--- src/rtl/hazard_pkg.sv ---
// Shared encodings for the hazard unit: ALU operand forward selects and
// the dmem wait FSM states.
package hazard_pkg;

    typedef enum logic [1:0] {
        FWD_RF = 2'b00,
        FWD_W  = 2'b01,
        FWD_M  = 2'b10
    } fwd_sel_e;

    typedef enum logic {
        IDLE = 1'b0,
        WAIT = 1'b1
    } mem_state_e;

endpackage

--- src/rtl/hazard_ctrl_sat_counter.sv ---
// Saturating up-counter with synchronous reset and clear; clear beats increment.
module sat_counter #(
    parameter int W = 16
) (
    input  logic         clk,
    input  logic         reset,
    input  logic         clr,
    input  logic         inc,
    output logic [W-1:0] q
);

    logic [W-1:0] q_q;
    logic [W-1:0] q_d;

    always_comb begin
        q_d = q_q;
        if (clr) begin
            q_d = '0;
        end else if (inc && (q_q != '1)) begin
            q_d = q_q + 1'b1;
        end
    end

    always_ff @(posedge clk) begin
        if (reset) begin
            q_q <= '0;
        end else begin
            q_q <= q_d;
        end
    end

    assign q = q_q;

endmodule

--- src/rtl/hazard_ctrl.sv ---
// Pipeline hazard unit: forwarding selects, load-use/RAW/dmem stalls, branch
// flushes, a dmem wait FSM with sticky timeout, and stall/flush event counters.
module hazard_ctrl
    import hazard_pkg::*;
#(
    parameter int REG_AW      = 5,
    parameter int FWD_EN      = 1,
    parameter int CNT_W       = 16,
    parameter int MEM_TIMEOUT = 64
) (
    input  logic              clk,
    input  logic              reset,
    input  logic [REG_AW-1:0] rs1_d,
    input  logic [REG_AW-1:0] rs2_d,
    input  logic [REG_AW-1:0] rs1_e,
    input  logic [REG_AW-1:0] rs2_e,
    input  logic [REG_AW-1:0] rd_e,
    input  logic              reg_write_e,
    input  logic              result_src_e0,
    input  logic              pcsrc_e,
    input  logic [REG_AW-1:0] rd_m,
    input  logic              reg_write_m,
    input  logic [REG_AW-1:0] rd_w,
    input  logic              reg_write_w,
    input  logic              mem_req_m,
    input  logic              mem_ready,
    input  logic              cnt_clr,
    output logic              stall_f,
    output logic              stall_d,
    output logic              stall_e,
    output logic              stall_m,
    output logic              flush_d,
    output logic              flush_e,
    output logic              flush_w,
    output logic [1:0]        forward_ae,
    output logic [1:0]        forward_be,
    output logic [CNT_W-1:0]  stall_cnt,
    output logic [CNT_W-1:0]  flush_cnt,
    output logic              mem_wait,
    output logic              mem_err
);

    localparam int WCW = $clog2(MEM_TIMEOUT + 1);
    localparam logic [WCW-1:0] WAIT_MAX = WCW'(MEM_TIMEOUT);

    function automatic fwd_sel_e fwd_src(input logic [REG_AW-1:0] rs,
                                         input logic [REG_AW-1:0] rdm,
                                         input logic              wm,
                                         input logic [REG_AW-1:0] rdw,
                                         input logic              ww);
        if (wm && (rdm != '0) && (rdm == rs)) return FWD_M;
        if (ww && (rdw != '0) && (rdw == rs)) return FWD_W;
        return FWD_RF;
    endfunction

    // Write-through register file: only E and M producers can cause a RAW hazard.
    function automatic logic raw_hit(input logic [REG_AW-1:0] rs);
        return (rs != '0) && ((reg_write_e && (rd_e == rs)) ||
                              (reg_write_m && (rd_m == rs)));
    endfunction

    logic lw_stall;
    logic raw_stall;
    logic mem_stall;

    always_comb begin
        forward_ae = FWD_RF;
        forward_be = FWD_RF;
        if (FWD_EN != 0) begin
            forward_ae = fwd_src(rs1_e, rd_m, reg_write_m, rd_w, reg_write_w);
            forward_be = fwd_src(rs2_e, rd_m, reg_write_m, rd_w, reg_write_w);
        end

        lw_stall  = result_src_e0 && (rd_e != '0) &&
                    ((rd_e == rs1_d) || (rd_e == rs2_d));
        raw_stall = (FWD_EN == 0) && (raw_hit(rs1_d) || raw_hit(rs2_d));
        mem_stall = mem_req_m && !mem_ready;

        stall_f = 1'b0;
        stall_d = 1'b0;
        stall_e = 1'b0;
        stall_m = 1'b0;
        flush_d = 1'b0;
        flush_e = 1'b0;
        flush_w = 1'b0;
        if (mem_stall) begin
            stall_f = 1'b1;
            stall_d = 1'b1;
            stall_e = 1'b1;
            stall_m = 1'b1;
            flush_w = 1'b1;
        end else if (pcsrc_e) begin
            flush_d = 1'b1;
            flush_e = 1'b1;
        end else if (lw_stall || raw_stall) begin
            stall_f = 1'b1;
            stall_d = 1'b1;
            flush_e = 1'b1;
        end
    end

    mem_state_e     state_q, state_d;
    logic [WCW-1:0] wait_cnt_q, wait_cnt_d;
    logic           mem_err_q, mem_err_d;

    always_comb begin
        state_d    = state_q;
        wait_cnt_d = wait_cnt_q;
        mem_err_d  = mem_err_q;
        case (state_q)
            IDLE: begin
                if (mem_stall) begin
                    state_d    = WAIT;
                    wait_cnt_d = '0;
                end
            end
            WAIT: begin
                if (wait_cnt_q == WAIT_MAX) begin
                    mem_err_d = 1'b1;
                end else begin
                    wait_cnt_d = wait_cnt_q + 1'b1;
                end
                if (mem_ready) begin
                    state_d = IDLE;
                end
            end
            default: state_d = IDLE;
        endcase
    end

    always_ff @(posedge clk) begin
        if (reset) begin
            state_q    <= IDLE;
            wait_cnt_q <= '0;
            mem_err_q  <= 1'b0;
        end else begin
            state_q    <= state_d;
            wait_cnt_q <= wait_cnt_d;
            mem_err_q  <= mem_err_d;
        end
    end

    assign mem_wait = (state_q == WAIT);
    assign mem_err  = mem_err_q;

    sat_counter #(.W(CNT_W)) u_stall_cnt (
        .clk   (clk),
        .reset (reset),
        .clr   (cnt_clr),
        .inc   (stall_f),
        .q     (stall_cnt)
    );

    sat_counter #(.W(CNT_W)) u_flush_cnt (
        .clk   (clk),
        .reset (reset),
        .clr   (cnt_clr),
        .inc   (flush_d),
        .q     (flush_cnt)
    );

endmodule

--- config.mk ---
export PLATFORM = sky130hd
export DESIGN_NAME = hazard_ctrl
export DESIGN_NICKNAME = d
export VERILOG_FILES = /design/src/rtl/hazard_pkg.sv /design/src/rtl/hazard_ctrl_sat_counter.sv /design/src/rtl/hazard_ctrl.sv
export SDC_FILE = /design/constraint.sdc
export NUM_CORES = 1
export LEC_CHECK = 0
export ABC_AREA = 0
export CAP_MARGIN = 20
export CORE_ASPECT_RATIO = 0.7
export CORE_MARGIN = 4
export CORE_UTILIZATION = 40
export CTS_CLUSTER_DIAMETER = 60
export DETAILED_ROUTE_END_ITERATION = 16
export GPL_ROUTABILITY_DRIVEN = 0
export PLACE_DENSITY = 0.77
export SKIP_LAST_GASP = 1
export SLEW_MARGIN = 30
export SYNTH_ARGS = -nofsm -noshare
export SYNTH_HDL_FRONTEND = slang
export SYNTH_SLANG_ARGS = --single-unit
export TNS_END_PERCENT = 1
--- constraint.sdc ---
create_clock -name clk -period 2.2 [get_ports clk]
set_clock_uncertainty 0.2 [all_clocks]
set_input_delay 0.44 -clock clk [delete_from_list [all_inputs] [get_ports clk]]
set_output_delay 0.44 -clock clk [all_outputs]
set_load 0.1 [all_outputs]
## Word-level counts from Yosys, hierarchy flattened

Cells that the tools add are included.

- Mux-type cells: 27
- Add/sub/neg operators: 3
- Bitwise logic cells: 1
- Eq/ne operators: 11
- Reduce and logical (&&, ||, !) cells: 19

Operators with widths:

| kind | number |
|---|---|
| 16-bit by 1-bit adder with 16-bit output, second input constant | 2 |
| 16-bit inequality test, second input constant | 2 |
| 5-bit equality test | 6 |
| 2-bit 2-to-1 mux | 8 |
| 1-bit 2-to-1 mux | 15 |
| 5-bit nonzero test | 3 |
| 7-bit 2-to-1 mux | 2 |
| 7-bit one-hot mux with 2 select lines | 1 |
| 1-bit logical AND | 11 |
| 7-bit by 1-bit adder with 7-bit output, second input constant | 1 |
| 7-bit equality test, second input constant | 1 |
| 2-bit inequality test, second input constant | 2 |
| 2-bit AND reduction | 2 |
| 1-bit one-hot mux with 2 select lines | 1 |
| 2-bit OR reduction | 1 |
| 1-bit zero test | 1 |
| 1-bit logical OR | 1 |
| 1-bit NOT | 1 |

- Flip-flop bits (word level): 41
- Output and inout port bits: 45
- Word-level logic and storage cells: 66
- Input port bits: 45

## Longest topological paths before layout

Gate-level depths: netlist of the first run.

- Word-level depth: 7
- Gate-level depth with buffers: 8
- Depth with buffers taken out: 7

## Cells and area by module

Synthesis of the first run repeated with hierarchy kept, for this count alone.

- Cells, all modules: 317
- Area, all modules: 2763.9 um^2

By module, submodules not included:

| module | instances | cells each | area an instance (um^2) | seq. area each (um^2) |
|---|---|---|---|---|
| sat_counter | 2 | 102 | 917.1 | 320.3 |
| hazard_ctrl | 1 | 113 | 929.6 | 180.2 |

## Least setup slack after synthesis of the first run

OpenSTA, ideal clock, no wires.

- Path type: input port to output port
- Start point: in rd_m[4]
- End point: out forward_ae[0]
- Buffers on the path: 0
- Data arrival time: 5.643 ns
- Setup slack: -4.083 ns
- Data required time: 1.560 ns
- Stages: 4
- Path through: xnor2_1 > nand3_1 > nor4_1 > nor4_1

- Cells in the longest elaborated chain, start to end: 5
- Elaborated cells on any way between the ends: 6
- Those cells by class: eq/ne: 1; mux: 2; reduce/logical: 3

Ends and longest elaborated chain:

| element | line | source |
|---|---|---|
| start: declaration | hazard_ctrl.sv:21 | `input logic [REG_AW-1:0] rd_m,` |
| 5-bit nonzero test | hazard_ctrl.sv:51 | `if (wm && (rdm != '0) && (rdm == rs)) return FWD_M;` |
| 1-bit logical AND | hazard_ctrl.sv:51 |  |
| 1-bit logical AND (*) | hazard_ctrl.sv:51 |  |
| 1-bit 2-to-1 mux (*) | hazard_ctrl.sv:51 |  |
| 2-bit 2-to-1 mux (*) | hazard_ctrl.sv:52 | `if (ww && (rdw != '0) && (rdw == rs)) return FWD_W;` |
| end: declaration | hazard_ctrl.sv:35 | `output logic [1:0] forward_ae,` |

Every way passes the cells marked *; elsewhere a longest branch is shown, timed or not.

## Worst setup path in the final report of the first run

- Start point: in rd_w[2]
- End point: out forward_ae[0]

- Cells in the longest elaborated chain, start to end: 7
- Elaborated cells on any way between the ends: 9
- Those cells by class: eq/ne: 1; mux: 5; reduce/logical: 3

Ends and longest elaborated chain:

| element | line | source |
|---|---|---|
| start: declaration | hazard_ctrl.sv:23 | `input logic [REG_AW-1:0] rd_w,` |
| 5-bit nonzero test | hazard_ctrl.sv:52 |  |
| 1-bit logical AND | hazard_ctrl.sv:52 |  |
| 1-bit logical AND (*) | hazard_ctrl.sv:52 |  |
| 1-bit 2-to-1 mux (2 in a row) | hazard_ctrl.sv:52 |  |
| 2-bit 2-to-1 mux (*) | hazard_ctrl.sv:53 | `return FWD_RF;` |
| 2-bit 2-to-1 mux (*) | hazard_ctrl.sv:52 |  |

Every way passes the cells marked *; elsewhere a longest branch is shown, timed or not. The select of a mux whose other input is x is not followed.

==> impl_metrics.yaml, run 1 <==
die:
  rows: 23
  die_area_um2: 7290
  ios: 90
  coreArea_um2: 5760
  fp.dieH_um: 72.6
  die_w_um: 100
  initial_utilization_pct: 41.5
power_and_ir_drop:
  power_density_nw_per_um2: 418
  peakVddDrop_uv: 279
  pwr-share-comb_pct: 24.3
  internal_power_mw: 1.28
  p_leak_nw: 1.78
  seq_power_share_pct: 41.3
  p_sw_mw: 0.530
  p_clk_share_pct: 34.4
  swShare_pct: 29.2
flow_run:
  maxCapViolCount: 0
clock_network:
  cts_buffers: 5
  clkSinkCount: 41
  cts.reportedPaths.clkPinSlew_ns: 0.08
  cts_max_path_buffers: 2
  cts_max_level: 2
  cts_root_buf: "clkbuf_8"
  clkLatencyLatePin_ns: 0.30
  cts_tree: "built"
yosys:
  seq_area_frac_synth_pct: 34.4
  avgSynthCellArea_um2: 8.20
  synth_top_cells_by_area: "dfxtp_1 (34%), xor2_1 (13%), nor2_1 (5.2%), nand2_1 (3.8%), xnor2_1 (3.7%)"
  async_reset_ff_share_pct: 0
  yosysMostFrequentCell: "dfxtp_1"
  yosys_register_bits: 41
  ys_top_cells_by_count: "dfxtp_1 (41), xor2_1 (36), nor2_1 (33), nand2_1 (24), a21oi_1 (16)"
  synthesis.nets: 340
  synth_edf_count: 0
  synth.yosys.warnings: 0
  ys_types: 41
  netlist_instances: 291
  syn_area_um2: 2390
  synth_top_area_cell: "dfxtp_1"
  synthDominantCellAreaShare_pct: 34.4
  ys.flop_type: "dfxtp_1"
global_route:
  grt_pass1_vias: 2861
  grt_first_pass_wirelength_um: 13800
  grt_max_degree: 26
  grt-ovfl-total: 0
  antenna_found_initial: 0
  grtUsageTotal_pct: 23.2
sta:
  clock.fmax_mhz: 396
  relSlewSlack_pct: 72.8
  tns_ns: -5.89
  final.setup.worst_slack_ns: -0.323
  drv_slew: 0
  rsz0062_at_grt: "true"
  setup_viol: 28
  tightestPinTransition_ns: 0.406
  hold_violations: 0
  worst_hold_slack_ns: 0.274
  fin_crit_sh_pct: 115
  min_period_ns: 2.52
layout:
  area_growth_syn_to_layout_pct: 82.0
  fillers: 388
  stdcell_count: 511
  nets: 484
  final_core_util_pct: 75.5
  antenna_cells: 0
  drive_above_1_share_pct: 35.1
route:
  drc: 0
  ant_nets: 0
  drt_pass1_iterations: 4
  drt-initial-drc-count: 160
  vias: 2769
  wl_per_cell_um: 16.3
  routed_wl_um: 8330
  vias_per_cell: 5.42
place:
  post-place-ws_ns: -0.783
  port_buffers: 88
  post-dp-hpwl_um: 6390
  dp_cells: 498
setup_path:
  required_ns: 1.56
  path_max_fanout: 2
  reg2reg_from: "u_stall_cnt.q[13]$_SDFFE_PP0P_"
  r2r_end: "u_stall_cnt.q[13]$_SDFFE_PP0P_"
  criticalPathCategory: "input port to output port"
  critPathLaunchType: "input port"
  r2r_slack_ns: 0.03
  worstPathArrival_ns: 1.88
  endpoint_kind: "output port"
  reg2reg_depth: 5
run_status:
  violations: "setup timing"
  status: "complete, but fails checks"
min_path:
  min-delay-start: "mem_err$_SDFFE_PP0P_"
  min_to: "mem_err$_SDFFE_PP0P_"
  hold_class: "flip-flop to flip-flop"
  min_path_cells: 2
## worst max-delay path by stage
stage                     startpoint            end  slack (ns)  cells after the start
after global placement       rd_w[4]  forward_be[0]       -0.72                      6
after detailed placement     rd_w[4]  forward_ae[0]       -0.78                      6
after floorplan              rd_m[1]  forward_ae[0]       -0.83                      4
after CTS                    rd_m[3]  forward_ae[0]       -0.37                      6
final                        rd_w[2]  forward_ae[0]       -0.32                      6
after global routing        rs1_e[2]  forward_ae[0]       -0.36                      5
## what timing repair did
| action | CTS | global route |
|---|---|---|
| pin swaps | 14 | 18 |
| endpoints found under the hold margin | 0 | 0 |
| buffers inserted | 4 | 1 |
| gates cloned | 0 | 0 |
| gates resized for setup | 51 | 36 |
| hold buffers | 0 | 0 |
| endpoints found under the setup margin | 27 | 33 |
## stage by stage
step	instance area (um^2)	total power, mW
floorplan	2460	0.973
global placement	4150	1.19
detailed placement	4150	1.20
CTS	4300	1.81
global route	4340	1.88
finish	4340	1.82
## cells by family (layout without fill, tap and decap cells)
logic type | Yosys count | after routing | synth area share, %
buf+inv | 21 | 166 | 4.14
simple gates | 129 | 129 | 28.6
flops | 41 | 41 | 34.4
fa+ha+maj | 4 | 4 | 2.10
compound gates | 47 | 47 | 12.7
mux | 3 | 3 | 1.26
xor+xnor | 46 | 46 | 16.9
## layout by cell type, fill, tap and decap left out, types with 2 or more instances in the layout
cell,n
o31ai_1,5
buf_12,38
a31oi_1,2
xor2_1,35
nor4_1,3
xnor2_1,9
nor2_1,32
ha_1,4
a211oi_1,2
clkbuf_8,5
nor3_2,2
and3_4,2
and3_1,5
nand3_1,11
and4_1,2
nand4_1,10
o21ai_0,7
buf_2,3
nand2_1,24
inv_1,10
a41oi_1,2
dlymetal6s2s_1,7
nor4_4,5
or3_1,8
a21oi_1,15
dlygate4sd2_1,8
nor3_1,6
dfxtp_1,41
or4_4,6
mux2i_1,3
a311oi_1,3
buf_6,3
buf_4,65
clkdlybuf4s15_1,5
or4_1,5
o21ai_2,2
o211a_1,2
clkdlybuf4s50_1,11
clkbuf_2,7
## per-layer routing
layer  part of all wire, %  track usage (%)  up-vias  wire, um
met1                    40             29.1     1308      3360
met3                   7.1             5.83       17       591
met4                   1.6             5.68        0       131
met5                     0                0        -         0
met2                    51             40.2      114      4260
li1                      -                -     1330         -
## power groups by stage
| stage | logic [mW] | registers [mW] | clock network, mW |
|---|---|---|---|
| after floorplan | 0.183 | 0.789 | 0 |
| after global placement | 0.420 | 0.767 | 0 |
| after detailed placement | 0.429 | 0.767 | 0 |
| after CTS | 0.433 | 0.750 | 0.627 |
| after global routing | 0.466 | 0.751 | 0.664 |
| final | 0.440 | 0.750 | 0.624 |
## worst max-delay path, stage by stage
cell	delay, ns
buf_6	0.09
buf_6	0.11
xor2_1	0.15
or4_4	0.53
nor4_4	0.35
buf_12	0.22
## flip-flops by register name (all words and copies together), names as in the netlist
signal	cells
mem_wait	1
u_stall_cnt.q	16
wait_cnt_q	7
mem_err	1
u_flush_cnt.q	16
## area by class of cell
class	instances	area, um^2	area share, %
Clock buffer	5	68.8	1.58
Clock inverter	3	46.3	1.07
Inverter	11	43.8	1.01
Multi-Input combinational cell	229	1620	37.3
Sequential cell	41	821	18.9
Tap cell	75	93.8	2.16
Timing Repair Buffer	147	1650	38.0
Note: power is estimated with default switching activity, not from simulation.
==> run 2: changes to the inputs <==
Settings changed: RECOVER_POWER set to 25, SETUP_SLACK_MARGIN set to 0.2.
==> impl_metrics.yaml, run 2 (synthesis results as in run 1) <==
run_status:
  status: "complete, but fails checks"
  violations: "setup timing"
clock_network:
  clkLatencyLatePin_ns: 0.30
  cts_root_buf: "clkbuf_8"
  cts_buffers: 5
  cts_tree: "built"
  cts_max_level: 2
  cts_max_path_buffers: 2
  cts.reportedPaths.clkPinSlew_ns: 0.08
  clkSinkCount: 41
  ctsHoldBuffers: 0
power_and_ir_drop:
  power_density_nw_per_um2: 433
  p_leak_nw: 1.74
  peakVddDrop_uv: 281
sta:
  fin_crit_sh_pct: 115
  setup_viol: 28
  rsz0062_at_grt: "true"
  tightestPinTransition_ns: 0.565
  hold_violations: 0
  drv_slew: 0
  clock.fmax_mhz: 396
  worst_hold_slack_ns: 0.273
  min_period_ns: 2.52
  final.setup.worst_slack_ns: -0.323
  relSlewSlack_pct: 62.5
setup_path:
  reg2reg_from: "u_stall_cnt.q[4]$_SDFFE_PP0P_"
  endpoint_kind: "output port"
  worstPathCellList: "buf_6, buf_6, xor2_1, or4_4, nor4_4, buf_12"
  critical-path-max-stage-delay_ns: 0.53
  setup.worst_path.start: "rd_w[2]"
  critPathLaunchType: "input port"
  required_ns: 1.56
  criticalPathCategory: "input port to output port"
  cp_top_family: "simple AND/OR/NAND/NOR gates"
  slowest_stage: "or4_4"
  crit_buf_inv: 3
  worstPathArrival_ns: 1.88
  critical_path.most_common_cell: "buf_6"
  path_max_fanout: 2
min_path:
  min-delay-start: "mem_err$_SDFFE_PP0P_"
  hold_class: "flip-flop to flip-flop"
die:
  die_area_um2: 7290
  fp.dieH_um: 72.6
  rows: 23
  die_w_um: 100
  ios: 90
  coreArea_um2: 5760
  initial_utilization_pct: 41.5
place:
  place_area_um2: 4150
  post-dp-hpwl_um: 6390
  port_buffers: 88
  post-place-ws_ns: -0.783
route:
  vias: 2770
  wl_per_cell_um: 16.5
  ant_nets: 0
  vias_per_cell: 5.42
  drt-initial-drc-count: 205
  drt_pass1_iterations: 5
  routed_wl_um: 8410
  drc: 0
layout:
  antenna_cells: 0
  final_cell_area_um2: 4190
  nets: 484
  area_growth_syn_to_layout_pct: 75.4
  final_cell_mix: "buf_4 (63), dfxtp_1 (41), xor2_1 (35)"
  drive_above_1_share_pct: 34.9
  final_common_cell: "buf_4"
global_route:
  grt-ovfl-total: 0
  grt_pass1_vias: 2861
  grt_first_pass_wirelength_um: 13800
  antenna_found_initial: 0
  grtUsageTotal_pct: 23.2
  grt_max_degree: 26
flow_run:
  maxCapViolCount: 0
run 2: changes by cell type in the layout (fill, tap and decap cells not counted), sizes merged:
| cell | change |
|---|---|
| buf | -12 |
| clkbuf | +12 |
run 2: final cells by class:
cell class	instances	area (um^2)
Tap cell	75	93.8
Clock inverter	3	46.3
Timing Repair Buffer	147	1490
Clock buffer	5	68.8
Sequential cell	41	821
Multi-Input combinational cell	229	1620
Fill cell	407	1570
Inverter	11	43.8
run 2: worst paths after layout:
kind,to,slack [ns],cells after the start
hold reg to reg,mem_err$_SDFFE_PP0P_,0.27,2
hold / removal,mem_err$_SDFFE_PP0P_,0.27,2
setup reg to reg,u_stall_cnt.q[13]$_SDFFE_PP0P_,0.03,6
setup / recovery,forward_ae[0],-0.32,6
run 2: through the flow:
step	power [mW]	utilization (%)	setup TNS (ns)	instances
after floorplan	0.973	-	-14.08	291
after global placement	1.19	72.1	-14.69	498
after detailed placement	1.20	72.1	-16.92	498
after CTS	1.81	74.8	-6.56	510
after global routing	1.88	72.8	-7.97	511
final	1.81	72.8	-5.94	511
run 2: worst min-delay path, cell delays in order (launching register included):
cell     delay, ns
dfxtp_1       0.33
a21oi_1       0.04
nor2_1        0.07
run 2: power by group:
| group | total, mW | internal [mW] | switching, mW |
|---|---|---|---|
| clock network | 0.624 | 0.340 | 0.284 |
| registers | 0.750 | 0.746 | 0.00477 |
| logic | 0.439 | 0.198 | 0.241 |
| total | 1.81 | 1.28 | 0.530 |
run 2: per-layer routing:
metal  share of wire (%)  vias up  global-route usage (%)
li1                    -     1329                       -
met1                  41     1308                    29.1
met2                  51      118                    40.2
met3                 7.1       15                    5.83
met4                 1.4        0                    5.68
met5                   0        -                       0
run 2: what timing repair did:
item                       in CTS  in global routing
hold endpoints to repair        0                  0
pin swaps                      14                 18
buffers inserted                4                  1
setup endpoints to repair      33                 43
resized for setup              51                 36
